### config.mk
export PLATFORM = sky130hd
export DESIGN_NAME = spi_txn_arb
export DESIGN_NICKNAME = d
export VERILOG_FILES = /design/src/rtl/spi_txn_arb.sv
export SDC_FILE = /design/constraint.sdc
export NUM_CORES = 1
export LEC_CHECK = 0
export CORE_MARGIN = 5
export CORE_UTILIZATION = 43
export CTS_CLUSTER_SIZE = 24
export DETAILED_ROUTE_END_ITERATION = 10
export PLACE_DENSITY = 0.92
export SYNTH_ARGS = -nofsm -noshare
export SYNTH_HDL_FRONTEND = slang
export SYNTH_SLANG_ARGS = --single-unit
### constraint.sdc
create_clock -name clk -period 2.5 [get_ports clk]
set_clock_uncertainty 0.2 [all_clocks]
set_input_delay 0.25 -clock clk [delete_from_list [all_inputs] [get_ports clk]]
set_output_delay 0.25 -clock clk [all_outputs]
set_load 0.01 [all_outputs]
### src/rtl/spi_txn_arb.sv
// spi_txn_arb: round-robin arbiter/sequencer sharing one SPI master among NREQ requesters.
// Define SPI_ARB_TIMEOUT_EN to add a 16-bit per-frame watchdog that forces completion with err.
module spi_txn_arb #(
   parameter int NREQ = 2,
   parameter int GAP  = 4
) (
   input  logic                clk,
   input  logic                rst,
   input  logic [NREQ-1:0]     req,
   input  logic [16*NREQ-1:0]  req_cmd,
   input  logic [NREQ-1:0]     lock,
   output logic [NREQ-1:0]     gnt,
   output logic [NREQ-1:0]     rdy,
   output logic [15:0]         rsp,
   output logic                err,
   output logic                snd,
   output logic [15:0]         cmd,
   input  logic                done,
   input  logic [15:0]         resp,
   output logic                busy
);

   localparam int IW = $clog2(NREQ);

   typedef enum logic [1:0] {S_IDLE, S_ISSUE, S_WAIT_DONE, S_GAP} state_t;

   state_t          state;
   logic [IW-1:0]   last;
   logic [IW-1:0]   owner;
   logic            locked;
   logic [7:0]      gap_cnt;
   logic            pick_valid;
   logic [IW-1:0]   pick_idx;
   logic [IW-1:0]   cand;

`ifdef SPI_ARB_TIMEOUT_EN
   logic [15:0]     wdog;
   logic            err_q;
   assign err = err_q;
`else
   assign err = 1'b0;
`endif

   assign busy = (state != S_IDLE);

   // Round-robin scan starting just after the previous winner.
   always_comb begin
      pick_valid = 1'b0;
      pick_idx   = '0;
      cand       = '0;
      for (int k = 1; k <= NREQ; k++) begin
         cand = IW'((int'(last) + k) % NREQ);
         if (!pick_valid && req[cand]) begin
            pick_valid = 1'b1;
            pick_idx   = cand;
         end
      end
   end

   always_ff @(posedge clk) begin
      if (rst) begin
         state   <= S_IDLE;
         gnt     <= '0;
         rdy     <= '0;
         rsp     <= '0;
         snd     <= 1'b0;
         cmd     <= '0;
         gap_cnt <= '0;
         last    <= IW'(NREQ - 1);
         owner   <= '0;
         locked  <= 1'b0;
`ifdef SPI_ARB_TIMEOUT_EN
         err_q   <= 1'b0;
         wdog    <= '0;
`endif
      end else begin
         snd <= 1'b0;
         rdy <= '0;
`ifdef SPI_ARB_TIMEOUT_EN
         err_q <= 1'b0;
`endif
         case (state)
            S_IDLE: begin
               if (locked && req[owner]) begin
                  cmd   <= req_cmd[16*int'(owner) +: 16];
                  snd   <= 1'b1;
                  state <= S_ISSUE;
               end else begin
                  // A lapsed lock is dropped and arbitration happens in the same cycle.
                  locked <= 1'b0;
                  gnt    <= '0;
                  if (pick_valid) begin
                     gnt[pick_idx] <= 1'b1;
                     cmd           <= req_cmd[16*int'(pick_idx) +: 16];
                     last          <= pick_idx;
                     owner         <= pick_idx;
                     snd           <= 1'b1;
                     state         <= S_ISSUE;
                  end
               end
            end
            S_ISSUE: begin
               state <= S_WAIT_DONE;
`ifdef SPI_ARB_TIMEOUT_EN
               wdog  <= '0;
`endif
            end
            S_WAIT_DONE: begin
               if (done) begin
                  rsp        <= resp;
                  rdy[owner] <= 1'b1;
                  locked     <= lock[owner];
                  if (!lock[owner]) begin
                     gnt <= '0;
                  end
                  gap_cnt    <= 8'(GAP - 1);
                  state      <= S_GAP;
               end
`ifdef SPI_ARB_TIMEOUT_EN
               else if (wdog == 16'hFFFE) begin
                  rsp        <= 16'hDEAD;
                  rdy[owner] <= 1'b1;
                  err_q      <= 1'b1;
                  locked     <= 1'b0;
                  gnt        <= '0;
                  gap_cnt    <= 8'(GAP - 1);
                  state      <= S_GAP;
               end else begin
                  wdog <= wdog + 16'd1;
               end
`endif
            end
            S_GAP: begin
               if (gap_cnt == 8'd0) begin
                  state <= S_IDLE;
               end else begin
                  gap_cnt <= gap_cnt - 8'd1;
               end
            end
            default: state <= S_IDLE;
         endcase
      end
   end

endmodule

==> results of run 1 <==
[worst paths after layout]
path	start	to	slack [ns]
worst max-delay path	state[0]	busy	0.36
worst min-delay path	rsp[3]	rsp[3]	0.26
worst max register to register	state[0]	gap_cnt[7]	0.42
worst min register to register	rsp[3]	rsp[3]	0.26
[cell usage after synthesis (all sizes together), types with 2 or more instances]
cell / number / share of area, %
a211oi: 34 / 11
or4: 2 / 0.82
xor2: 3 / 1.1
inv: 7 / 1.1
or3: 2 / 0.55
nand2: 37 / 6.1
nand4: 2 / 0.55
dfxtp: 50 / 44
nor2b: 4 / 1.1
mux2: 2 / 0.98
o21a: 2 / 0.65
o21ai: 22 / 4.8
nor2: 25 / 4.1
mux2i: 4 / 1.7
nor3: 7 / 1.5
clkbuf: 17 / 2.8
a21oi: 21 / 4.6
buf: 4 / 1.5
and2: 3 / 0.82
ha: 6 / 3.3
nor4: 3 / 0.82
and3: 2 / 0.55
[routing by layer]
layer / up-vias / share of wire, % / GRT usage, %
met3: 15 / 6.4 / 4.85
met1: 1102 / 41 / 21.1
met4: 0 / 2.2 / 5.79
met2: 81 / 51 / 33.2
met5: - / 0 / 0
li1: 1154 / - / -
[cells by family after synthesis]
family                     after synthesis  synth area share, %
AOI/OAI and AO/OA                       87                 25.0
buffers and inverters                   28                 5.40
DFF                                     50                 43.6
muxes                                    6                 2.73
adders and majority gates                6                 3.27
and+or+nand+nor                         92                 18.7
other                                    1                0.163
xor gates and xnor gates                 3                 1.15
[flip-flops by register name, summed over array words and instances, names as in the netlist]
| register | cells |
|---|---|
| locked | 1 |
| snd | 1 |
| rdy | 2 |
| cmd | 16 |
| gnt | 2 |
| gap_cnt | 8 |
| owner | 1 |
| state | 2 |
| rsp | 16 |
| last | 1 |
[power by group through the flow]
stage	sequential, mW	clock (mW)	combinational, mW
after floorplan	1.24	0	0.803
after global placement	1.18	0	1.40
after detailed placement	1.19	0	1.44
after CTS	1.18	0.561	1.45
after global routing	1.21	0.599	1.58
final	1.18	0.543	1.45
[metrics by stage]
step	util, %	total power, mW	hold slack [ns]
after floorplan	-	2.04	0.186
after global placement	64.2	2.59	0.242
after detailed placement	64.2	2.64	0.246
after CTS	66.3	3.19	0.259
after global routing	66.3	3.39	0.287
final	66.3	3.17	0.256
[critical path: cells and delay by family (launching register included)]
| kind | cells | cell delay, ns |
|---|---|---|
| adder cells (fa/ha/maj) | 1 | 0.27 |
| buffers and inverters | 3 | 0.77 |
| flip-flops | 1 | 0.37 |
[layout make-up]
type	count	area (um2)
Inverter	7	26.3
Clock inverter	2	38.8
Multi-Input combinational cell	195	1170
Timing Repair Buffer	104	1010
Fill cell	460	1730
Tap cell	70	87.6
Clock buffer	5	68.8
Sequential cell	50	1000
==> impl_metrics.tcl, run 1 <==
set metrics [dict create \
    post_cts_buffers 0 \
    synth.distinct_cells 40 \
    path_cells "inv_1, ha_1, inv_1, clkdlybuf4s50_1" \
    via_count 2352 \
    die_width_um 83.1 \
    core-area_um2 5140 \
    fmax_ghz 0.467 \
    hold_viol 0 \
    setup-tns-final_ns 0 \
    syn_to_final_growth_pct 48.5 \
    critPathSlowestCell "clkdlybuf4s50_1" \
    initial_core_util_pct 44.6 \
    grt_pass1_wl_um 10800 \
    dp_cells 426 \
    synth-seq-cells 50 \
    cts_sinks 50 \
    worst_path_largest_cell_delay_ns 0.56 \
    worst_setup_path_end_kind "output pin" \
    cts_buffers 5 \
    root_buffer "clkbuf_8" \
    comb_power_share_pct 45.7 \
    layout_setup_ws_ns 0.359 \
    worstRegToRegCells 6 \
    async_reset_ff_share_pct 0 \
    syn_inst 273 \
    synth_edf_count 0 \
    grt_usage_pct 18.4 \
    cts_hold_buf 0 \
    drtIter0Drc 102 \
    worstMarginPinSlew_ns 0.608 \
    htree_num_levels 2 \
    layout_commonest_cell "clkdlybuf4s50_1" \
    synth_ff_type "dfxtp_1" \
    power_leakage_nw 1.24 \
    clock_latency_ns 0.29 \
    powerDensity_nw_per_um2 931 \
    period_share_pct 85.6 \
    drc_errors 0 \
    rsz0062_at_grt "no" \
    period_minus_slack_ns 2.14 \
    path_class "reg2out" \
    routed_wl_um 6410 \
    worstPathRequired_ns 2.05 \
    ir_drop_uv 497 \
    power_switching_mw 1.14 \
    intPower_mw 2.03 \
    overflow 0 \
    cp-start-kind "flop" \
    place_hpwl_um 4910 \
    run_status "complete, no violations" \
    syn-num-nets 334 \
    power_frac_seq_pct 37.2 \
    dp_worst_setup_slack_ns 0.213 \
    grt_pass1_vias 2372 \
    hold_path.class "reg2reg" \
    synth_seq_area_share_pct 43.6 \
    clkPwrFrac_pct 17.1 \
    yosysWarnings 0 \
    path_max_fanout 5 \
    cts_resized 0 \
    via_per_inst 5.43 \
    switching_share_pct 35.9 \
    final_cell_mix "clkdlybuf4s50_1, dfxtp_1, nand2_1" \
    ios 94 \
    holdPathStages 2 \
    cts_tree "done" \
    die_area_um2 6900 \
    grt_max_degree 24 \
    setup_violations 0 \
    layout.nets 424 \
    place_area_um2 3300 \
    max_slew_margin_pct 59.4 \
    crit_arrival_ns 1.69 \
    clk_pin_slew_ns 0.08 \
    std_cell_rows 26 \
    die_h_um 83.1 \
    place_congestion 0.916 \
    syn_avg_cell_area_um2 8.41 \
    fin_cells 433 \
    report.final.slew_viol_count 0 \
    port_buffers 92 \
    maxCapViolations 0 \
    clockBufferDepth 2 \
    final_area_um2 3410 \
    crit_top_cell "inv_1" \
    drt_first_pass_iters 4 \
    synth_area_um2 2290 \
    antennaDiodeCount 0 \
    antenna_found_initial 0 \
    wire_per_inst_um 14.8 \
    drive_gt1_share_pct 6.89 \
    ant_nets 0 \
]
Note: power is estimated with default switching activity, not from simulation.
==> run 2, diff against run 1 <==
- CTS_CLUSTER_SIZE: 24 -> not set
==> results of run 2 <==
No change in the layout: final DEF, timing and power equal those of run 1.
